## src/rtl/s247_pkg.sv

```systemverilog
// Shared types and constants for the S247 fence monitor: event codes,
// monitor FSM states and the default event-entry width.
package s247_pkg;

    localparam int DATA_WIDTH_DEF = 32;
    localparam int TS_WIDTH_DEF   = 16;
    localparam int EVT_W          = 2 + TS_WIDTH_DEF + DATA_WIDTH_DEF;

    typedef enum logic [1:0] {
        EVT_EXIT      = 2'b00,
        EVT_ENTER_OUT = 2'b01,
        EVT_ALARM     = 2'b10,
        EVT_CLEAR     = 2'b11
    } evt_type_t;

    typedef enum logic [1:0] {
        MON_ARMED   = 2'b00,
        MON_SUSPECT = 2'b01,
        MON_ALARM   = 2'b10
    } mon_state_t;

    // Saturating 8-bit increment shared by the streak and drop counters.
    function automatic logic [7:0] sat_inc8(input logic [7:0] v);
        return (v == 8'hFF) ? v : v + 8'd1;
    endfunction

endpackage

```

## src/rtl/s247_evt_fifo.sv

```systemverilog
// Synchronous event FIFO with extra-MSB pointers for full/empty distinction.
// A push while full is accepted only when a pop happens in the same cycle.
module s247_evt_fifo #(
    parameter int W     = 50,
    parameter int DEPTH = 8
) (
    input  logic         clk,
    input  logic         rst_n,
    input  logic         push_i,
    input  logic         pop_i,
    input  logic [W-1:0] wdata_i,
    output logic [W-1:0] rdata_o,
    output logic         full_o,
    output logic         empty_o
);

    localparam int AW = $clog2(DEPTH);

    logic [W-1:0] mem_q [DEPTH];
    logic [AW:0]  wr_ptr_q;
    logic [AW:0]  rd_ptr_q;
    logic         wr_en_s;
    logic         rd_en_s;

    assign empty_o = (wr_ptr_q == rd_ptr_q);
    assign full_o  = (wr_ptr_q[AW] != rd_ptr_q[AW]) &&
                     (wr_ptr_q[AW-1:0] == rd_ptr_q[AW-1:0]);
    assign rd_en_s = pop_i && !empty_o;
    assign wr_en_s = push_i && (!full_o || rd_en_s);
    assign rdata_o = mem_q[rd_ptr_q[AW-1:0]];

    // Storage and pointer update; contents are cleared on reset so the head reads zero.
    always_ff @(posedge clk or negedge rst_n) begin
        if (!rst_n) begin
            for (int i = 0; i < DEPTH; i++) begin
                mem_q[i] <= '0;
            end
            wr_ptr_q <= '0;
            rd_ptr_q <= '0;
        end else begin
            if (wr_en_s) begin
                mem_q[wr_ptr_q[AW-1:0]] <= wdata_i;
                wr_ptr_q <= wr_ptr_q + {{AW{1'b0}}, 1'b1};
            end
            if (rd_en_s) begin
                rd_ptr_q <= rd_ptr_q + {{AW{1'b0}}, 1'b1};
            end
        end
    end

endmodule

```

## src/rtl/s247_fence_monitor.sv

```systemverilog
// Fence monitor: classifies GEOCHECK samples, debounces outside runs into a
// sticky alarm and logs classification edges with timestamps into a FIFO.
module s247_fence_monitor
    import s247_pkg::*;
#(
    parameter int                    DATA_WIDTH  = 32,
    parameter int                    TRIP_COUNT  = 3,
    parameter int                    FIFO_DEPTH  = 8,
    parameter int                    TS_WIDTH    = 16,
    parameter logic [DATA_WIDTH-1:0] INSIDE_CODE = 32'h0001_0000
) (
    input  logic                             clk,
    input  logic                             rst_n,
    input  logic                             core_done,
    input  logic [DATA_WIDTH-1:0]            core_result,
    input  logic                             core_halt,
    input  logic                             clear_alarm,
    output logic                             evt_valid,
    input  logic                             evt_ready,
    output logic [2+TS_WIDTH+DATA_WIDTH-1:0] evt_data,
    output logic                             alarm,
    output logic [7:0]                       streak,
    output logic                             overflow,
    output logic [7:0]                       drop_cnt
);

    localparam int         EW     = 2 + TS_WIDTH + DATA_WIDTH;
    localparam logic [7:0] TRIP_W = TRIP_COUNT[7:0];

    mon_state_t            state_q, state_d;
    logic [7:0]            streak_q, streak_d;
    logic                  alarm_q, alarm_d;
    logic [TS_WIDTH-1:0]   ts_q;
    logic                  overflow_q;
    logic [7:0]            drop_cnt_q;

    logic                  outside_s;
    logic [7:0]            streak_inc_s;
    logic                  push_s;
    evt_type_t             ptype_s;
    logic [DATA_WIDTH-1:0] presult_s;
    logic                  pop_s;
    logic                  full_s;
    logic                  empty_s;
    logic                  drop_s;

    assign outside_s    = core_halt || (core_result != INSIDE_CODE);
    assign streak_inc_s = sat_inc8(streak_q);

    // Classification, debounce FSM and event selection for the current sample.
    always_comb begin
        state_d   = state_q;
        streak_d  = streak_q;
        alarm_d   = alarm_q;
        push_s    = 1'b0;
        ptype_s   = EVT_EXIT;
        presult_s = core_result;
        if (clear_alarm && (state_q == MON_ALARM)) begin
            state_d   = MON_ARMED;
            streak_d  = 8'd0;
            alarm_d   = 1'b0;
            push_s    = 1'b1;
            ptype_s   = EVT_CLEAR;
            presult_s = '0;
        end else if (core_done) begin
            case (state_q)
                MON_ARMED: begin
                    if (outside_s) begin
                        streak_d = 8'd1;
                        push_s   = 1'b1;
                        if (TRIP_W == 8'd1) begin
                            state_d = MON_ALARM;
                            alarm_d = 1'b1;
                            ptype_s = EVT_ALARM;
                        end else begin
                            state_d = MON_SUSPECT;
                            ptype_s = EVT_ENTER_OUT;
                        end
                    end else begin
                        state_d = MON_ARMED;
                    end
                end
                MON_SUSPECT: begin
                    if (outside_s) begin
                        streak_d = streak_inc_s;
                        if (streak_inc_s == TRIP_W) begin
                            state_d = MON_ALARM;
                            alarm_d = 1'b1;
                            push_s  = 1'b1;
                            ptype_s = EVT_ALARM;
                        end else begin
                            state_d = MON_SUSPECT;
                        end
                    end else begin
                        state_d  = MON_ARMED;
                        streak_d = 8'd0;
                        push_s   = 1'b1;
                        ptype_s  = EVT_EXIT;
                    end
                end
                MON_ALARM: begin
                    if (outside_s) begin
                        streak_d = streak_inc_s;
                    end else begin
                        streak_d = 8'd0;
                        push_s   = 1'b1;
                        ptype_s  = EVT_EXIT;
                    end
                end
                default: begin
                    state_d  = MON_ARMED;
                    streak_d = 8'd0;
                    alarm_d  = 1'b0;
                end
            endcase
        end else begin
            state_d = state_q;
        end
    end

    assign pop_s  = evt_valid && evt_ready;
    assign drop_s = push_s && full_s && !pop_s;

    // State, timestamp and drop bookkeeping registers.
    always_ff @(posedge clk or negedge rst_n) begin
        if (!rst_n) begin
            state_q    <= MON_ARMED;
            streak_q   <= 8'd0;
            alarm_q    <= 1'b0;
            ts_q       <= '0;
            overflow_q <= 1'b0;
            drop_cnt_q <= 8'd0;
        end else begin
            state_q  <= state_d;
            streak_q <= streak_d;
            alarm_q  <= alarm_d;
            ts_q     <= ts_q + {{(TS_WIDTH-1){1'b0}}, 1'b1};
            if (drop_s) begin
                overflow_q <= 1'b1;
                drop_cnt_q <= sat_inc8(drop_cnt_q);
            end
        end
    end

    s247_evt_fifo #(
        .W     (EW),
        .DEPTH (FIFO_DEPTH)
    ) u_fifo (
        .clk     (clk),
        .rst_n   (rst_n),
        .push_i  (push_s),
        .pop_i   (pop_s),
        .wdata_i ({ptype_s, ts_q, presult_s}),
        .rdata_o (evt_data),
        .full_o  (full_s),
        .empty_o (empty_s)
    );

    assign evt_valid = !empty_s;
    assign alarm     = alarm_q;
    assign streak    = streak_q;
    assign overflow  = overflow_q;
    assign drop_cnt  = drop_cnt_q;

endmodule
```

## config.mk

```make
export PLATFORM = sky130hd
export DESIGN_NAME = s247_fence_monitor
export DESIGN_NICKNAME = d
export VERILOG_FILES = /design/src/rtl/s247_pkg.sv /design/src/rtl/s247_evt_fifo.sv /design/src/rtl/s247_fence_monitor.sv
export SDC_FILE = /design/constraint.sdc
export NUM_CORES = 1
export LEC_CHECK = 0
export ABC_AREA = 0
export CORE_UTILIZATION = 55
export DETAILED_ROUTE_END_ITERATION = 8
export PLACE_DENSITY = 0.74
export SYNTH_ARGS = -nofsm -noshare
export SYNTH_HDL_FRONTEND = slang
export SYNTH_HIERARCHICAL = 1
export SYNTH_SLANG_ARGS = --single-unit
```

## constraint.sdc

```tcl
create_clock -name clk -period 3.7 [get_ports clk]
set_clock_uncertainty 0.05 [all_clocks]
set_input_delay 0.74 -clock clk [delete_from_list [all_inputs] [get_ports clk]]
set_output_delay 0.74 -clock clk [all_outputs]
set_load 0.01 [all_outputs]
```

# Word-level counts from Yosys, hierarchy flattened
# Index checks and enable logic that the tools add are counted.
[word_totals]
inputBits = 38
elab_cells = 98
ff_bits = 444
[op_classes]
eq_ne = 14
n_reduce_logical = 21
bitwise_logic = 3
n_mux = 36
addsub = 5
order_cmp = 3
[ops]
columns = ["cell", "count"]
rows = [
  ["bitwise mux 400 bit", 1],
  ["binary-select mux 50 bit (select 3 bit)", 1],
  ["demux 50 bit (select 3 bit)", 1],
  ["two-way mux 50 bit", 3],
  ["two-way mux 8 bit", 5],
  ["two-way mux 32 bit", 1],
  ["inequality test 32 x 17 -> 1 bit, second input constant", 1],
  ["adder 16 x 1 -> 16 bit, second input constant", 1],
  ["adder 8 x 1 -> 8 bit, second input constant", 2],
  ["== test 8 bit, second input constant", 2],
  ["two-way mux 2 bit", 8],
  ["one-hot mux 8 bit (2 select lines)", 1],
  ["two-way mux 1 bit", 11],
  ["inequality test 3 bit, second input constant", 3],
  ["adder 4 x 1 -> 4 bit, second input constant", 2],
  ["== test 8 x 2 -> 1 bit, second input constant", 1],
  ["greater-or-equal comparator 4 bit, second input constant", 2],
  ["logical AND 1 bit", 8],
  ["inverter 3 -> 4 bit", 2],
  ["one-hot mux 2 bit (3 select lines)", 1],
  ["AND reduction 2 bit", 3],
  ["== test 4 bit", 1],
  ["less-than comparator 4 x 1 -> 1 bit, second input constant", 1],
  ["inequality test 2 x 1 -> 1 bit, second input constant", 2],
  ["14 further kinds", 18],
]

# Depth between registers and ports, before layout
[depth]
word_depth = 11
mapped_depth = 11
ltp_nobuf = 10

# By module
# The synthesis kept the hierarchy.
[modules_own_cells]
columns = ["module", "area_each_um2", "seq_area_each_um2", "n_inst", "cells_each"]
rows = [
  ["s247_evt_fifo", 19867.8, 10209.8, 1, 1078],
  ["s247_fence_monitor", 2306.0, 900.9, 1, 247],
]

# Least setup slack after synthesis
# No wires, ideal clock.
[synth_timing]
kind = "input to register"
startpoint = "in core_result[23]"
endpoint = "reg u_fifo/mem_q[250] (netlist name)"
path_slack_ns = 0.419
required_ns = 3.525
setup_ns = 0.125
t_arrival_ns = 3.106
path_stages = 10
path_cell_list = "or4_1 > nor3_1 > a31oi_1 > o31a_1 > o31ai_4 > nand2_1 > nor3_1 > o21ai_4 > buf_12 > mux2_4"
[synth_via]
elab_chain_len = 7
word_cells_on_any_way = 9
classes_between = "1 x eq/ne; 6 x mux; 2 x reduce/logical"
[synth_lines]
columns = ["element", "line_no", "text"]
rows = [
  ["start, declared", "s247_fence_monitor.sv:15", "input logic [DATA_WIDTH-1:0] core_result,"],
  ["inequality test 32 x 17 -> 1 bit (*)", "s247_fence_monitor.sv:47", "assign outside_s = core_halt || (core_result != INSIDE_CODE);"],
  ["logical OR 1 bit (*)", "s247_fence_monitor.sv:47", ""],
  ["two-way mux 1 bit (on tied branches)", "s247_fence_monitor.sv:102, s247_fence_monitor.sv:68, s247_fence_monitor.sv:84", ""],
  ["one-hot mux 1 bit (3 select lines) (*)", "s247_fence_monitor.sv:66", "case (state_q)"],
  ["two-way mux 1 bit (*)", "s247_fence_monitor.sv:65", "end else if (core_done) begin"],
  ["two-way mux 1 bit (*)", "s247_fence_monitor.sv:58", "if (clear_alarm && (state_q == MON_ALARM)) begin"],
  ["net push_s", "s247_fence_monitor.sv:39", "logic push_s;"],
  ["logical AND 1 bit (*)", "s247_evt_fifo.sv:29", "assign wr_en_s = push_i && (!full_o || rd_en_s);"],
  ["end signal, assigned by index", "s247_evt_fifo.sv:42", "mem_q[wr_ptr_q[AW-1:0]] <= wdata_i;"],
  ["end, declared", "s247_evt_fifo.sv:19", "logic [W-1:0] mem_q [DEPTH];"],
]
# The timed path passes the listed nets; every way through them passes the cells marked *.
# A chain may end at the register's enable or synchronous reset.

# Worst setup path after layout
[layout_timing]
startpoint = "reg u_fifo.rd_ptr_q[0]"
endpoint = "out evt_data[48]"
[layout_via]
elab_chain_len = 4
[layout_lines]
columns = ["element", "line_no", "text"]
rows = [
  ["start, declared", "s247_evt_fifo.sv:21", "logic [AW:0] rd_ptr_q;"],
  ["start signal, assigned", "s247_evt_fifo.sv:46", "rd_ptr_q <= rd_ptr_q + {{AW{1'b0}}, 1'b1};"],
  ["inverter 3 -> 4 bit (implied by the code)", "s247_evt_fifo.sv:30", "assign rdata_o = mem_q[rd_ptr_q[AW-1:0]];"],
  ["binary-select mux 50 bit (select 3 bit)", "s247_evt_fifo.sv:30", ""],
  ["two-way mux 50 bit (implied by the code) (2 in series)", "s247_evt_fifo.sv:30", ""],
  ["end, declared", "s247_fence_monitor.sv:20", "output logic [2+TS_WIDTH+DATA_WIDTH-1:0] evt_data,"],
]
# Every way passes these cells. The select of a mux whose other input is x is not followed.

==> flow_summary.toml <==
[cts]
clk_path_buf_depth = 3
cts_tree = "yes"
cts-root-buf = "clkbuf_16"
htree_levels = 2
cts_hold_buf = 0
worstSkewPairLatency_ns = 0.57
cts_buffers = 46
path_clk_slew_ns = 0.06
cts.sink_count = 444
cts_resized = 0

[worst_setup_path]
path_max_fanout = 35
critical_path_depth = 4
crit_chain = "buf_12, mux4_2, mux2_2, clkdlybuf4s50_1"
rr_endpoint = "u_fifo/mem_q[88]"
r2r_slack_ns = 0.29
critPathBufInv = 2
crit_end = "evt_data[48]"
slowest_stage = "mux4_2"
start_kind = "register"
critPathLaunch = "u_fifo/rd_ptr_q[0]"
reg2reg_depth = 12
crit_arrival_ns = 2.76
max_stage_delay_ns = 0.56
worstPathRequired_ns = 2.91
cp_top_family = "multiplexers"
end_kind = "primary output"
timing.rr.start = "streak[0]"
critPathKind = "reg2out"

[yosys]
async_reset_ff_frac = 1.00
yosysWarnings = 6
avgSynthCellArea_um2 = 16.7
synth_fa_ha_area_frac = 0.00564
synth_simple_gate_area_share = 0.0367
synth_edf_count = 0
synthCells = 1325
synth_nets = 1373
synth-xor-area-share = 0.0125
ys_ff_latch = 444
muxShareOfSynthArea = 0.384
synth_flop_cell = "dfrtp_1"
synth-compound-area-share = 0.0188
ys_types = 54
synth_top_family_by_area = "multiplexers"
ys_seq_area_frac = 0.501
netlist_area_um2 = 22200

[layout]
fillers = 2758
area_growth_pct = 15.4
drive_above_1_share = 0.452
mostFrequentLayoutCell = "dfrtp_1"
final_area_um2 = 25600
nets = 1524
final_cell_mix = "dfrtp_1 (441), mux2_4 (302), clkdlybuf4s50_1 (105)"

[pwr]
irDropWorstVdd_mv = 0.453
power_frac_clock = 0.216
p_int_mw = 15.4
switching_share = 0.303
comb_power_share = 0.431
leakage_nw = 12.3
power_frac_seq = 0.354
p_sw_mw = 6.70
cellPowerDensity_nw_per_um2 = 863

[placement]
portBuffers = 106
placed_area_um2 = 24000
place_congestion = 0.792
dp_slack_ns = -0.395
hpwl_um = 29900

[grt]
grt_max_degree = 85
grt_antenna_before_repair = 1
grt_pass1_vias = 13200
grt_pass1_wl_um = 77900
grt_remaining_overflow = 0
track_usage = 0.244

[detailed_routing]
viasPerCell = 5.85
dr.pass1.iters = 4
routed-via-count = 11900
drc = 0
detail_route.wl_per_cell_um = 23.5
drt-total-wl_um = 47800
drtIter0Drc = 552
antenna_left = 0

[sta]
tightest_slew_ns = 0.692
max-slew-margin-rel = 0.539
finalSetupViolCount = 0
setup_ws_ns = 0.146
period_needed_ns = 3.55
clock.fmax_mhz = 281
whs_ns = 0.140
maxSlewViolCount = 0
timing.final.crit_share = 0.961
hold_viol_final = 0
rsz0062_at_grt = "false"

[floorplanning]
core_area_um2 = 39700
dieHeight_um = 203
start_util = 0.558
io_pins = 107
dieArea_um2 = 41100
row_count = 73
die_x_um = 203

[min_path]
hold_path.class = "in2async"

[job]
maxCapViolations = 0

[run_status]
status = "completed"
-- power by group through the flow --
stage          registers [mW]  clock network (mW)  logic, mW
2_1_floorplan            7.34                   0       7.05
3_3_place_gp             7.79                   0       9.30
3_5_place_dp             7.85                   0       9.50
4_1_cts                  7.79                4.89       9.62
5_1_grt                  8.02                5.06       10.1
6_report                 7.81                4.77       9.51
-- synth_stat cells, types with 4 or more instances --
cell / instances / share of area
nand2b_1: 8 / 0.0023
mux4_2: 100 / 0.10
o21ai_4: 6 / 0.0044
and3_1: 15 / 0.0042
ha_1: 10 / 0.0056
nor4_1: 5 / 0.0014
nand4_1: 8 / 0.0023
mux2_4: 302 / 0.20
nand2_1: 14 / 0.0024
xor2_1: 6 / 0.0024
clkbuf_1: 20 / 0.0034
buf_2: 17 / 0.0038
a31oi_1: 4 / 0.0011
nor3_1: 7 / 0.0016
mux2_1: 51 / 0.026
o21ai_0: 7 / 0.0016
buf_12: 30 / 0.027
buf_4: 10 / 0.0034
xnor2_1: 22 / 0.0087
nand3_1: 18 / 0.0041
a21oi_1: 7 / 0.0016
and2_1: 35 / 0.0099
mux2_2: 103 / 0.052
nor2_1: 25 / 0.0042
inv_1: 10 / 0.0017
dfrtp_1: 444 / 0.50
-- cells by family after synthesis --
group | Yosys count
xor+xnor | 30
fa+ha+maj | 10
simple gates | 147
compound gates | 46
buf+inv | 92
mux | 556
flops | 444
-- area by class of cell --
cell class	count	area, µm²	share of cell area
clock inverter	17	231	0.00905
timing repair buffer	185	2030	0.0793
antenna	1	2.50	0.0000978
sequential	444	11100	0.435
tap	525	657	0.0257
multi-input combinational	789	10200	0.398
inverter	10	37.5	0.00147
clock buffer	64	1330	0.0519
-- through the flow --
stage	cells	setup TNS (ns)	total power, mW	utilization
final	2035	0	22.1	0.644
after global routing	2034	0	23.2	0.644
after CTS	2034	0	22.3	0.644
after detailed placement	1952	-125.16	17.3	0.604
after global placement	1952	-115.01	17.1	0.604
after floorplan	1325	0	14.4	-
-- flip-flops by register name, indices dropped and copies added (netlist names) --
name / cells
state_q: 2
drop_cnt: 8
alarm: 1
streak: 8
ts_q: 16
u_fifo/mem_q: 400
u_fifo/rd_ptr_q: 4
overflow: 1
u_fifo/wr_ptr_q: 4
-- how the worst min path moves through the flow --
stage | start | slack (ns) | end
2_1_floorplan | rst_n | 0.39 | alarm
3_3_place_gp | overflow | 0.39 | overflow
3_5_place_dp | overflow | 0.40 | overflow
4_1_cts | rst_n | 0.13 | u_fifo/mem_q[351]
5_1_grt | rst_n | 0.17 | u_fifo/mem_q[6]
6_report | rst_n | 0.14 | u_fifo/mem_q[6]
-- repair_timing --
action / 4_1_cts / 5_1_grt
endpoints found under the setup margin: 5 / 0
endpoints found under the hold margin: 0 / 0
buffers inserted: 1 / 0
-- metal layers --
layer	global-route usage	routed length [µm]
met2	0.391	23100
met4	0.0768	1160
met5	0	0
met3	0.0364	1800
met1	0.344	21700
Power figures use the tool's default switching activity.
